`src/rtl/axi_tdd_ng_pkg.sv`:
```
// Shared TDD controller definitions used by the channel generators and the
// edge-capture monitor.
package axi_tdd_ng_pkg;

  typedef enum logic [1:0] {
    IDLE    = 2'b00,
    ARMED   = 2'b01,
    WAITING = 2'b10,
    RUNNING = 2'b11
  } state_t;

endpackage

```
`src/rtl/axi_tdd_ng_edge_capture.sv`:
```
// Measures when an active-level TDD line asserts/de-asserts within each frame
// and reports one result per frame through a single-entry output buffer.
module axi_tdd_ng_edge_capture #(
  parameter int REGISTER_WIDTH = 32,
  parameter int CAPTURE_OFFSET = 2
) (
  input  logic                      clk,
  input  logic                      resetn,
  input  logic [REGISTER_WIDTH-1:0] tdd_counter,
  input  axi_tdd_ng_pkg::state_t    tdd_cstate,
  input  logic                      tdd_enable,
  input  logic                      tdd_restart,
  input  logic                      ch_en,
  input  logic                      ch_pol,
  input  logic                      sig_in,
  input  logic                      cap_ready,
  input  logic                      ovf_clr,
  output logic                      cap_valid,
  output logic [REGISTER_WIDTH-1:0] cap_t_high,
  output logic [REGISTER_WIDTH-1:0] cap_t_low,
  output logic                      cap_high_seen,
  output logic                      cap_low_seen,
  output logic                      cap_multi,
  output logic                      overflow,
  output logic                      dbg_state_o
);

  // Handshake: a result transfers on any cycle with cap_valid=1 and
  // cap_ready=1; the payload is held stable while cap_valid=1.

  typedef enum logic {S_IDLE, S_MEASURE} fsm_t;

  fsm_t                      state_q, state_d;
  logic                      sig_q, sig_prev_q;
  logic [REGISTER_WIDTH-1:0] cnt_q;

  logic [REGISTER_WIDTH-1:0] ws_t_high_q, ws_t_high_d;
  logic [REGISTER_WIDTH-1:0] ws_t_low_q, ws_t_low_d;
  logic                      ws_high_q, ws_high_d;
  logic                      ws_low_q, ws_low_d;
  logic                      ws_multi_q, ws_multi_d;

  logic                      out_valid_q, out_valid_d;
  logic [REGISTER_WIDTH-1:0] out_t_high_q, out_t_high_d;
  logic [REGISTER_WIDTH-1:0] out_t_low_q, out_t_low_d;
  logic                      out_high_q, out_high_d;
  logic                      out_low_q, out_low_d;
  logic                      out_multi_q, out_multi_d;
  logic                      ovf_q, ovf_d;

  logic                      running, edge_act, edge_rise, edge_fall;
  logic                      close, clear, accumulate, offer, load_ok;
  logic [REGISTER_WIDTH-1:0] cap_val;

  assign running   = (tdd_cstate == axi_tdd_ng_pkg::RUNNING);
  assign edge_act  = running && ch_en && (sig_q != sig_prev_q);
  assign edge_rise = edge_act && (sig_q != ch_pol);
  assign edge_fall = edge_act && (sig_q == ch_pol);
  // Offset undoes the loopback latency; wraps modulo 2^W by design.
  assign cap_val   = cnt_q - REGISTER_WIDTH'(CAPTURE_OFFSET);

  always_comb begin
    state_d     = state_q;
    close       = 1'b0;
    clear       = 1'b0;
    accumulate  = 1'b0;
    ws_t_high_d = ws_t_high_q;
    ws_t_low_d  = ws_t_low_q;
    ws_high_d   = ws_high_q;
    ws_low_d    = ws_low_q;
    ws_multi_d  = ws_multi_q;

    case (state_q)
      S_IDLE: begin
        if (running) begin
          clear   = 1'b1;
          state_d = S_MEASURE;
        end
      end
      S_MEASURE: begin
        if (!running) begin
          close   = 1'b1;
          state_d = S_IDLE;
        end else begin
          accumulate = 1'b1;
          if (tdd_restart) begin
            close = 1'b1;
            clear = 1'b1;
          end
        end
      end
      default: state_d = S_IDLE;
    endcase

    if (clear) begin
      ws_t_high_d = '0;
      ws_t_low_d  = '0;
      ws_high_d   = 1'b0;
      ws_low_d    = 1'b0;
      ws_multi_d  = 1'b0;
    end

    // Applied after the clear so an edge on the restart cycle opens the new frame.
    if (accumulate && edge_rise) begin
      if (!ws_high_d) begin
        ws_t_high_d = cap_val;
        ws_high_d   = 1'b1;
      end else begin
        ws_multi_d = 1'b1;
      end
    end
    if (accumulate && edge_fall) begin
      if (!ws_low_d) begin
        ws_t_low_d = cap_val;
        ws_low_d   = 1'b1;
      end else begin
        ws_multi_d = 1'b1;
      end
    end
  end

  always_comb begin
    offer        = tdd_enable && close && (ws_high_q || ws_low_q);
    load_ok      = !out_valid_q || cap_ready;
    out_valid_d  = out_valid_q && !cap_ready;
    out_t_high_d = out_t_high_q;
    out_t_low_d  = out_t_low_q;
    out_high_d   = out_high_q;
    out_low_d    = out_low_q;
    out_multi_d  = out_multi_q;
    ovf_d        = ovf_q && !ovf_clr;
    if (offer && load_ok) begin
      out_valid_d  = 1'b1;
      out_t_high_d = ws_t_high_q;
      out_t_low_d  = ws_t_low_q;
      out_high_d   = ws_high_q;
      out_low_d    = ws_low_q;
      out_multi_d  = ws_multi_q;
    end
    if (offer && !load_ok) begin
      ovf_d = 1'b1;
    end
  end

  // tdd_enable low behaves like reset for everything except the sticky overflow.
  always_ff @(posedge clk) begin
    if (!resetn || !tdd_enable) begin
      state_q      <= S_IDLE;
      sig_q        <= ch_pol;
      sig_prev_q   <= ch_pol;
      cnt_q        <= '0;
      ws_t_high_q  <= '0;
      ws_t_low_q   <= '0;
      ws_high_q    <= 1'b0;
      ws_low_q     <= 1'b0;
      ws_multi_q   <= 1'b0;
      out_valid_q  <= 1'b0;
      out_t_high_q <= '0;
      out_t_low_q  <= '0;
      out_high_q   <= 1'b0;
      out_low_q    <= 1'b0;
      out_multi_q  <= 1'b0;
    end else begin
      state_q      <= state_d;
      sig_q        <= sig_in;
      sig_prev_q   <= sig_q;
      cnt_q        <= tdd_counter;
      ws_t_high_q  <= ws_t_high_d;
      ws_t_low_q   <= ws_t_low_d;
      ws_high_q    <= ws_high_d;
      ws_low_q     <= ws_low_d;
      ws_multi_q   <= ws_multi_d;
      out_valid_q  <= out_valid_d;
      out_t_high_q <= out_t_high_d;
      out_t_low_q  <= out_t_low_d;
      out_high_q   <= out_high_d;
      out_low_q    <= out_low_d;
      out_multi_q  <= out_multi_d;
    end
  end

  always_ff @(posedge clk) begin
    if (!resetn) begin
      ovf_q <= 1'b0;
    end else begin
      ovf_q <= ovf_d;
    end
  end

  assign cap_valid     = out_valid_q;
  assign cap_t_high    = out_t_high_q;
  assign cap_t_low     = out_t_low_q;
  assign cap_high_seen = out_high_q;
  assign cap_low_seen  = out_low_q;
  assign cap_multi     = out_multi_q;
  assign overflow      = ovf_q;
  assign dbg_state_o   = state_q;

endmodule

```
`config.mk`:
```
export PLATFORM = sky130hd
export DESIGN_NAME = axi_tdd_ng_edge_capture
export DESIGN_NICKNAME = d
export VERILOG_FILES = /design/src/rtl/axi_tdd_ng_pkg.sv /design/src/rtl/axi_tdd_ng_edge_capture.sv
export SDC_FILE = /design/constraint.sdc
export NUM_CORES = 1
export LEC_CHECK = 0
export BUFFER_PORTS_ARGS = -buffer_cell sky130_fd_sc_hd__buf_4
export CAP_MARGIN = 20
export CORE_AREA = 3 3 122 124
export DETAILED_ROUTE_END_ITERATION = 6
export DIE_AREA = 0 0 125 127
export GPL_ROUTABILITY_DRIVEN = 0
export PLACE_DENSITY = 0.76
export SLEW_MARGIN = 20
export SYNTH_ARGS = -nofsm -noshare
export SYNTH_HDL_FRONTEND = slang
export SYNTH_SLANG_ARGS = --single-unit
```
`constraint.sdc`:
```
create_clock -name clk -period 2.95 [get_ports clk]
set_clock_uncertainty 0.15 [all_clocks]
set_input_delay 0.4425 -clock clk [delete_from_list [all_inputs] [get_ports clk]]
set_output_delay 0.4425 -clock clk [all_outputs]
set_load 0.1 [all_outputs]
```
==> out/qor.txt <==
post-CTS setup repair buffer count - 0
largest cells by area after synthesis - sky130_fd_sc_hd__dfxtp_1 (55%), sky130_fd_sc_hd__nand2_1 (12%), sky130_fd_sc_hd__a21oi_1 (6.7%)
area of the core region - 13880 um^2
number of enable-type register cells in the synthesized netlist - 0
clock period minus final worst setup slack - 2500 ps
RSZ-0062 raised after global routing - false
via count - 5124
Nets - 862
aggregate negative setup slack - 0 ps
headroom to the max-slew limit - 41.63%
outcome - complete, no violations
worst hold slack - 78.68 ps
synthesized netlist cell count - 722
Bufs on Longest Clock Path - 2
data arrival time at the worst-slack endpoint - 2620 ps
Die Y-Extent - 127 um
number of input and output port buffers inserted - 112
maximum number of pins on one net before global-route repair - 85
synth cell count leaders - sky130_fd_sc_hd__nand2_1 (207), sky130_fd_sc_hd__dfxtp_1 (171), sky130_fd_sc_hd__a21oi_1 (83)
synthesis-to-finish area growth - 24.73%
Post-CTS Resized - 0
number of top-level pins - 113
global-route total usage across every layer - 18.22%
Initial Util - 44.79%
synthesized area per cell - 8.611 um^2
post-synthesis cell type with the largest combined area - sky130_fd_sc_hd__dfxtp_1
Post-Place Setup Slack - 465.8 ps
number of fill cells in the layout - 1268
remaining design rule violation count - 0
global route total overflow - 0
TritonRoute pass-1 iters - 5
final cycle utilization of the critical path - 84.75%
clock slew at reported path FFs - 60 ps
required time at the worst-slack endpoint - 3070 ps
post-synthesis cell area - 6217 um^2
via count of the first global-routing pass - 4664
count of hold buffers inserted by post-cts repair - 0
#FFs+latches synth - 171
antenna fix cells - 0
initial antenna violation count - 0
level count of the clock H-tree - 4
Setup WS post-layout - 449.8 ps
first-pass GRT wire length - 23450 um
most instantiated library cell after synthesis - sky130_fd_sc_hd__nand2_1
Rows - 43
Final Routed Wirelength - 14550 um
maximum fanout along the worst path - 7
Worst Tran Pin Value - 875.5 ps
DPL Wire Length - 10340 um
area enclosed by the die boundary - 15880 um^2
sink count of the clock tree - 171
PwrDens - 590.7 nW/um^2
Final Hold Viols - 0
Max Slew Vio Count - 0
MaxCap Viol Count - 0
async set-reset flop share out of synthesis - 0%
fraction of the yosys area taken by sequential cells - 55.06%
width of the die - 125 um
type of origin of the critical path - register
buffer type at the clock tree root - sky130_fd_sc_hd__clkbuf_16
number of distinct library cells after synthesis - 41
utilization after layout - 55.87%
kind of end point of the critical path - register
leak pwr - 3.018 nW
clock tree from TritonCTS - yes
starting DRC count in detailed routing - 370
insertion delay to the later sink of the worst-skew pair - 420 ps
remaining antenna violation count - 0
average wire per cell in the routed design - 14.43 um
timing-limited maximum frequency - 400.0 MHz
worst hold-check path type - in -> reg
critical path start-end classification - reg -> reg
Synth top area share - 55.06%
number of warning messages in the yosys log - 0
worst supply voltage drop on vdd - 0.0004105 V
number of vias per cell - 5.083
most frequently used flop master after synthesis - sky130_fd_sc_hd__dfxtp_1
syn nets - 766
setup-violating endpoint count in the final report - 0
fraction of final layout cells sized beyond drive strength 1 - 19.81%
number of buffers added by the clock tree synthesis step - 17
[critical path, cell delays in order, from the launching register on]
cell and delay, ps:
sky130_fd_sc_hd__dfxtp_1 320, sky130_fd_sc_hd__inv_1 100, sky130_fd_sc_hd__ha_1 200, sky130_fd_sc_hd__or4b_1 540, sky130_fd_sc_hd__nand4b_1 370, sky130_fd_sc_hd__nor4_1 380
sky130_fd_sc_hd__xnor2_1 190, sky130_fd_sc_hd__o21ai_0 90
[routing by layer]
| layer | routed length, um | track usage [%] | up-vias |
|---|---|---|---|
| met4 | 148 | 5.293 | 0 |
| met1 | 7037 | 25.96 | 2340 |
| met3 | 1002 | 5.435 | 10 |
| met2 | 6360 | 26.95 | 156 |
| li1 | - | - | 2618 |
| met5 | 0 | 0 | - |
[logic make-up (layout without fill, tap and decap cells)]
kind of cell | Yosys count | count (layout) | share of synthesized area [%]
buffers and inverters | 50 | 156 | 3.139
muxes | 1 | 1 | 0.1610
adders and majority gates | 1 | 1 | 0.2012
DFF | 171 | 171 | 55.06
AOI/OAI and AO/OA | 147 | 147 | 12.86
xor gates and xnor gates | 29 | 29 | 4.085
and+or+nand+nor | 323 | 323 | 24.49
[area by class of cell]
class | instances | area [um^2] | share of cell area (%)
inverters | 4 | 15.01 | 0.1936
flip-flops and latches | 171 | 3423 | 44.14
well taps | 180 | 225.2 | 2.904
clock buffers | 22 | 474.2 | 6.115
multi-input cells | 501 | 2611 | 33.67
repair buffers | 123 | 960.9 | 12.39
clock inverters | 7 | 45.04 | 0.5808
[placed cells by master, fill, tap and decap left out, drive strengths merged, types with 2 or more instances in the layout]
| cell type | count |
|---|---|
| clkinv | 3 |
| o21a | 9 |
| nand3 | 16 |
| dfxtp | 171 |
| nor3 | 12 |
| xnor2 | 21 |
| a32o | 2 |
| inv | 4 |
| o21ai | 41 |
| clkinvlp | 4 |
| nor4 | 12 |
| a21oi | 84 |
| buf | 123 |
| nor2 | 14 |
| and2 | 2 |
| or4 | 5 |
| xor2 | 8 |
| nor2b | 2 |
| o31ai | 2 |
| a22oi | 4 |
| and3 | 38 |
| nand2 | 207 |
| or3 | 4 |
| clkbuf | 22 |
| a21o | 2 |
| nand2b | 5 |
[flip-flops by register name, indices dropped and copies added (netlist names), 32 cells and up]
register     count
cap_t_high      32
cap_t_low       32
cnt_q           32
ws_t_high_q     32
ws_t_low_q      32
[power breakdown]
group	internal (mW)	switching, mW
registers	2.33	0.0243
logic	0.110	0.156
clock network	1.12	0.838
[stage by stage]
stage	cell area (um^2)	power, mW	std cells
6_report	7755	4.580	1008
5_1_grt	7755	4.732	1008
4_1_cts	7755	4.617	1008
3_5_place_dp	7236	2.668	979
3_3_place_gp	7236	2.665	979
2_1_floorplan	6217	2.570	722
[path summary, 6_finish.rpt]
check                        startpoint                    endpoint  slack, ps  cells after the start
min                              sig_in               sig_q$_DFF_P_         80                      3
min reg2reg  ws_t_high_q[29]$_SDFF_PN0_  ws_t_high_q[29]$_SDFF_PN0_        300                      2
max                 cnt_q[1]$_SDFF_PN0_   ws_t_low_q[31]$_SDFF_PN0_        450                      7
max reg2reg         cnt_q[1]$_SDFF_PN0_   ws_t_low_q[31]$_SDFF_PN0_        450                      7
Note: power is estimated with default switching activity, not from simulation.
